**src/rtl/regfile_sequencer.sv**
```systemverilog
// Multi-cycle controller for the 16x16 register file: accepts one R-type instruction,
// reads rs/rt, computes the ALU result and issues a single write-back to rd.
module regfile_sequencer #(
    parameter int DATA_WIDTH = 16,
    parameter int ADDR_WIDTH = 4
) (
    input  logic                  clock,
    input  logic                  reset,
    input  logic                  in_valid,
    output logic                  in_ready,
    input  logic [15:0]           in_instr,
    output logic [ADDR_WIDTH-1:0] rf_rs,
    output logic [ADDR_WIDTH-1:0] rf_rt,
    output logic [ADDR_WIDTH-1:0] rf_rd,
    output logic [DATA_WIDTH-1:0] rf_data,
    output logic                  rf_RegWrite,
    input  logic [DATA_WIDTH-1:0] rf_out1,
    input  logic [DATA_WIDTH-1:0] rf_out2,
    output logic [DATA_WIDTH-1:0] result,
    output logic                  ovf,
    output logic                  err,
    output logic                  done,
    output logic                  busy
);

    typedef enum logic [1:0] {IDLE, READ, EXEC, WRITE} state_t;

    localparam logic [3:0] OP_NOP = 4'h0, OP_ADD = 4'h1, OP_SUB = 4'h2, OP_AND = 4'h3,
                           OP_OR  = 4'h4, OP_XOR = 4'h5, OP_NOR = 4'h6, OP_SLT = 4'h7,
                           OP_SLL = 4'h8, OP_SRL = 4'h9, OP_MOV = 4'hA;

    state_t                state;
    logic [15:0]           instr;
    logic [DATA_WIDTH-1:0] a, b;

    logic [DATA_WIDTH-1:0] alu_res;
    logic                  alu_ovf, alu_wen, alu_ill;
    logic [3:0]            op;

    assign op      = instr[15:12];
    assign rf_rs   = instr[11:8];
    assign rf_rt   = instr[7:4];
    assign rf_rd   = instr[3:0];
    assign rf_data = result;

    always_comb begin
        alu_res = result;
        alu_ovf = 1'b0;
        alu_wen = 1'b1;
        alu_ill = 1'b0;
        case (op)
            OP_NOP: alu_wen = 1'b0;
            OP_ADD: begin
                alu_res = a + b;
                alu_ovf = (a[DATA_WIDTH-1] == b[DATA_WIDTH-1]) &&
                          (alu_res[DATA_WIDTH-1] != a[DATA_WIDTH-1]);
            end
            OP_SUB: begin
                alu_res = a - b;
                alu_ovf = (a[DATA_WIDTH-1] != b[DATA_WIDTH-1]) &&
                          (alu_res[DATA_WIDTH-1] != a[DATA_WIDTH-1]);
            end
            OP_AND: alu_res = a & b;
            OP_OR:  alu_res = a | b;
            OP_XOR: alu_res = a ^ b;
            OP_NOR: alu_res = ~(a | b);
            OP_SLT: alu_res = ($signed(a) < $signed(b)) ? DATA_WIDTH'(1) : '0;
            OP_SLL: alu_res = a << b[3:0];
            OP_SRL: alu_res = a >> b[3:0];
            OP_MOV: alu_res = a;
            default: begin
                alu_wen = 1'b0;
                alu_ill = 1'b1;
            end
        endcase
    end

    // in_ready is registered, so the first IDLE cycle after reset still shows 0.
    always_ff @(posedge clock) begin
        if (reset) begin
            state       <= IDLE;
            instr       <= '0;
            a           <= '0;
            b           <= '0;
            result      <= '0;
            ovf         <= 1'b0;
            err         <= 1'b0;
            done        <= 1'b0;
            busy        <= 1'b0;
            rf_RegWrite <= 1'b0;
            in_ready    <= 1'b0;
        end else begin
            case (state)
                IDLE: begin
                    in_ready <= 1'b1;
                    if (in_valid && in_ready) begin
                        instr    <= in_instr;
                        in_ready <= 1'b0;
                        busy     <= 1'b1;
                        state    <= READ;
                    end
                end
                READ: begin
                    a     <= rf_out1;
                    b     <= rf_out2;
                    state <= EXEC;
                end
                EXEC: begin
                    result      <= alu_res;
                    ovf         <= alu_ovf;
                    err         <= alu_ill;
                    rf_RegWrite <= alu_wen;
                    done        <= 1'b1;
                    state       <= WRITE;
                end
                WRITE: begin
                    rf_RegWrite <= 1'b0;
                    done        <= 1'b0;
                    err         <= 1'b0;
                    busy        <= 1'b0;
                    in_ready    <= 1'b1;
                    state       <= IDLE;
                end
                default: state <= IDLE;
            endcase
        end
    end

endmodule
```
**config.mk**
```make
export PLATFORM = sky130hd
export DESIGN_NAME = regfile_sequencer
export DESIGN_NICKNAME = d
export VERILOG_FILES = /design/src/rtl/regfile_sequencer.sv
export SDC_FILE = /design/constraint.sdc
export NUM_CORES = 1
export LEC_CHECK = 0
export CORE_MARGIN = 2
export CORE_UTILIZATION = 25
export DETAILED_ROUTE_END_ITERATION = 12
export PLACE_DENSITY_LB_ADDON = 0.05
export SYNTH_ARGS = -nofsm -noshare
export SYNTH_HDL_FRONTEND = slang
export SYNTH_SLANG_ARGS = --single-unit
```
**constraint.sdc**
```tcl
create_clock -name clock -period 4.5 [get_ports clock]
set_input_delay 0.45 -clock clock [delete_from_list [all_inputs] [get_ports clock]]
set_output_delay 0.45 -clock clock [all_outputs]
set_load 0.01 [all_outputs]
```
# Word level (Yosys, flattened, before mapping)
# Index checks and enable logic that the tools add are counted.
# totals
reg_bits	72
in_bits	51
out_inout_bits	50
elab_cells	65
# op_classes
add_sub_neg	2
magnitude_cmp	1
eq_ne	18
n_shift	2
muxes	14
bitwise_logic	4
n_reduce_logical	13
# op_table
cell	count
case mux 16 bit (10 select lines)	1
adder 16 bit	1
AND 16 bit	1
== test 4 x 3 -> 1 bit (second input constant)	4
< comparator 16 bit	1
NOT 16 bit	1
bitwise OR 16 bit	1
<< shifter 16 x 4 -> 16 bit	1
right shift 16 x 4 -> 16 bit	1
subtractor 16 bit	1
bitwise XOR 16 bit	1
== test 4 bit (second input constant)	3
case mux 1 bit (2 select lines)	6
OR reduction 11 bit	1
nonzero test 10 bit	1
OR reduction 10 bit	1
== test 4 x 2 -> 1 bit (second input constant)	2
case mux 2 bit (4 select lines)	1
AND reduction 2 bit	3
2-to-1 mux 1 bit	5
== test 2 bit (second input constant)	2
== test 4 x 1 -> 1 bit (second input constant)	1
logical NOT 4 bit	1
nonzero test 2 bit	2
7 further kinds	11

# Longest topological paths before layout
# logic_depth
depth_word	4
ltp_mapped	12
ltp_nobuf	12

# Least setup slack after synthesis
# Ideal clock, no wire load.
# synth_timing
kind	reg2reg
start	reg b[1]
end	reg result[14]
setup_time_ps	135
arrival_ps	2906
t_required_ps	4365
slack_ps	1459
path_stages_with_launch	12
n_path_buf	1
period_less_slack_ps	3041
path_cell_list	dfxtp_1 > buf_2 > clkinv_1 > fa_1 > or2b_2 > a221oi_2 > or4_4 > a311oi_2 > o21bai_1 > a21o_1 > a2111oi_0 > nor4_1
# synth_between
elab_chain_cells	2
word_cells_on_any_way	5
classes_between	2 x add/sub; 2 x shift; 1 x mux
# synth_rtl
item	line_no	text
start, declared	34	logic [DATA_WIDTH-1:0] a, b;
start signal, assigned	105	b <= rf_out2;
subtractor 16 bit, or another cell as far along	59	alu_res = a - b;
case mux 16 bit (10 select lines) *	51	case (op)
end signal, assigned	109	result <= alu_res;
end, declared	19	output logic [DATA_WIDTH-1:0] result,
# Mark *: on every way between the ends. The rest lies on a longest branch, timed or not.
# A chain may end at the register's enable or synchronous reset.

# Worst setup path after layout
# Ends and elaborated chain as after synthesis.

==> results.yml <==
outcome:
  status: "completed"
floorplanning:
  rows: 61
  start_util_pct: 25.2
  design.die.area_sq_um: 29200
  die_h_um: 171
  die_x_um: 171
  io_pins: 101
  core-area_sq_um: 27600
finish:
  drive_gt1_share_pct: 8.44
  fillerInstances: 3044
  multi_input_area_sq_um: 4800
  fin_cells: 1326
  ff_latch_area_sq_um: 1440
  antenna_cells: 0
  area_growth_pct: 20.4
  layout_common_cells: "122 x nor2_1, 99 x clkdlybuf4s50_1, 75 x nand2_1"
  final_common_cell: "nor2_1"
  nNetsFinal: 1049
synthesis:
  async_reset_ff_share_pct: 0
  syn_area_sq_um: 6970
  synth_edf_count: 0
  seq_area_frac_synth_pct: 20.7
  ys.flop_type: "dfxtp_1"
  synthCells: 907
  synth_nets: 1013
  ys_types: 75
  syn_avg_cell_area_sq_um: 7.69
  yosys_warnings: 0
  synth_seq_cells: 72
cts:
  h-tree-depth: 3
  clockRootBuffer: "clkbuf_16"
  cts-resized-gates: 0
  clk_latency_ps: 370
  clk_pin_slew_ps: 70
  tritoncts: "yes"
  hold_buffers: 0
  clock-sinks: 72
  cts_setup_buffers: 0
  clockBufferDepth: 2
  cts_buffers: 9
grt:
  antenna_found_initial: 1
  grt_util_all_layers_pct: 19.7
  grt_pass1_vias: 6605
  grt_first_pass_wirelength_um: 42600
  grt-ovfl-total: 0
  grt_start_max_net_pins: 43
power:
  clockPowerShare_pct: 19.5
  p_leak_nw: 2.88
  ir_drop_mv: 0.170
  p_sw_mw: 1.94
  p_seq_share_pct: 21.7
  netSwitchingFraction_pct: 47.6
  power_density_nw_per_um2: 486
  p_int_mw: 2.14
  p_comb_share_pct: 58.8
timing:
  min_period_ps: 3500
  clock.fmax_mhz: 286
  rsz0062_at_grt: "no"
  slew_headroom_pct: 32.3
  worst_slew_pin_slew_ps: 1010
  finalSetupTns_ps: 0
  hold_viol_final: 0
  drv_slew: 0
  skew_ps: 11.9
  finalCritPeriodShare_pct: 77.7
  setup_violations: 0
routing:
  route.vias.total: 6949
  via_per_inst: 5.24
  post_drt_wl_per_cell_um: 21.7
  ant_nets: 0
  drt-pass1-iter-count: 5
  route.detailed.drc: 0
  first_iter_violations: 500
  wirelength_um: 28800
setup_path:
  critPathCaptureType: "register"
  startpoint_type: "register"
  path_max_fanout: 9
  crit_type: "reg -> reg"
  required_ps: 4700
  cp.arrival_ps: 3700
  crit_start: "b[1]$_SDFFE_PP0N_"
  r2r_start: "b[1]$_SDFFE_PP0N_"
run:
  cap_violations: 0
place:
  dp_cells: 1310
  place.gp.congestion: 0.918
  portBuffers: 100
  dp_hpwl_um: 21200
min_path:
  hold_path_class: "reg -> reg"
  min_from: "instr[5]$_SDFFE_PP0P_"
worst max-delay path, cell delays in order, from the launching register on:
cell       delay, ps
dfxtp_1          560
clkinv_1         360
fa_1             510
or2b_2           210
a221oi_2          70
or4_4            480
a311oi_2         320
o21bai_1         100
a21o_1           230
a2111oi_0        420
nor4_1            90
Yosys cell counts (3+ instances only):
| cell type | n | share of area (%) |
|---|---|---|
| nand2_1 | 75 | 4.0 |
| buf_4 | 32 | 3.4 |
| o32ai_1 | 3 | 0.38 |
| a22o_1 | 4 | 0.50 |
| buf_1 | 6 | 0.32 |
| a21oi_1 | 65 | 4.7 |
| xnor2_1 | 16 | 2.0 |
| a2111oi_0 | 5 | 0.63 |
| nor3_1 | 17 | 1.2 |
| a21o_1 | 11 | 1.2 |
| nor4_1 | 10 | 0.90 |
| a31oi_1 | 11 | 0.99 |
| nand2b_1 | 5 | 0.45 |
| o21ai_0 | 31 | 2.2 |
| o22ai_1 | 9 | 0.81 |
| a221oi_1 | 4 | 0.50 |
| o221ai_1 | 3 | 0.38 |
| or2_1 | 4 | 0.36 |
| inv_2 | 8 | 0.43 |
| o31ai_1 | 5 | 0.54 |
| o21ai_1 | 13 | 0.93 |
| a22oi_1 | 11 | 1.2 |
| a211o_1 | 7 | 0.88 |
| nor2b_1 | 6 | 0.54 |
| and3_1 | 6 | 0.54 |
| or3_1 | 3 | 0.27 |
| ha_1 | 53 | 9.5 |
| a311oi_1 | 9 | 1.1 |
| o211ai_1 | 14 | 1.5 |
| xor2_1 | 7 | 0.88 |
| o21bai_1 | 5 | 0.54 |
| dfxtp_1 | 72 | 21 |
| and2_1 | 3 | 0.27 |
| inv_1 | 51 | 2.7 |
| a32oi_1 | 7 | 0.88 |
| clkbuf_1 | 39 | 2.1 |
| nand3_1 | 19 | 1.4 |
| mux4_2 | 19 | 6.1 |
| mux2_2 | 4 | 0.65 |
| buf_2 | 17 | 1.2 |
| nor2_1 | 122 | 6.6 |
| a211oi_1 | 12 | 1.3 |
| mux2i_1 | 45 | 6.5 |
power by group through the flow:
stage / registers, mW / clock network [mW] / logic (mW)
after floorplan: 0.859 / 0 / 1.69
after global placement: 0.902 / 0 / 2.40
after detailed placement: 0.903 / 0 / 2.36
after CTS: 0.889 / 0.823 / 2.38
after global routing: 0.907 / 0.844 / 2.59
final: 0.886 / 0.795 / 2.39
state kept, by name, summed over array words and instances (netlist names):
register,flops
a,16
b,16
busy,1
done,1
err,1
in_ready,1
instr,16
ovf,1
result,16
rf_RegWrite,1
state,2
cell type report:
cell class	count	area share, %
clock inverter	7	0.954
inverter	61	2.73
clock buffer	9	2.68
tap	378	5.63
sequential	72	17.2
timing repair buffer	120	13.7
multi-input combinational	679	57.2
kinds of logic after synthesis:
| logic type | Yosys count | share of synthesized area, % |
|---|---|---|
| compound gates | 253 | 24.8 |
| xor+xnor | 23 | 2.89 |
| fa+ha+maj | 55 | 10.1 |
| buf+inv | 156 | 10.5 |
| flops | 72 | 20.7 |
| mux | 68 | 13.2 |
| simple gates | 280 | 17.7 |
path summary, 6_finish.rpt:
path,end,slack (ps),cells after the start
worst min-delay path,instr[5]$_SDFFE_PP0P_,460,2
worst min register to register,instr[5]$_SDFFE_PP0P_,460,2
worst max-delay path,result[14]$_SDFFE_PP0P_,1000,10
worst max register to register,result[14]$_SDFFE_PP0P_,1000,10
stage by stage:
step                      area, sq um  utilization (%)  setup slack (ps)  hold slack, ps  power [mW]
after floorplan                  6970                -              1460             437        2.55
after global placement           8090             29.3              1090             446        3.30
after detailed placement         8090             29.3               993             450        3.27
after CTS                        8390             30.4               983             460        4.09
after global routing             8390             30.4               686             481        4.34
final                            8390             30.4              1000             455        4.08
routing by layer:
layer	vias up	routed length, um	track usage, %
met5	-	0	0
met4	0	794	7.04
met3	49	1440	3.19
met2	235	12500	29.9
met1	3361	14000	28.1
li1	3304	-	-
No activity file was read; power rests on OpenSTA's default activity.
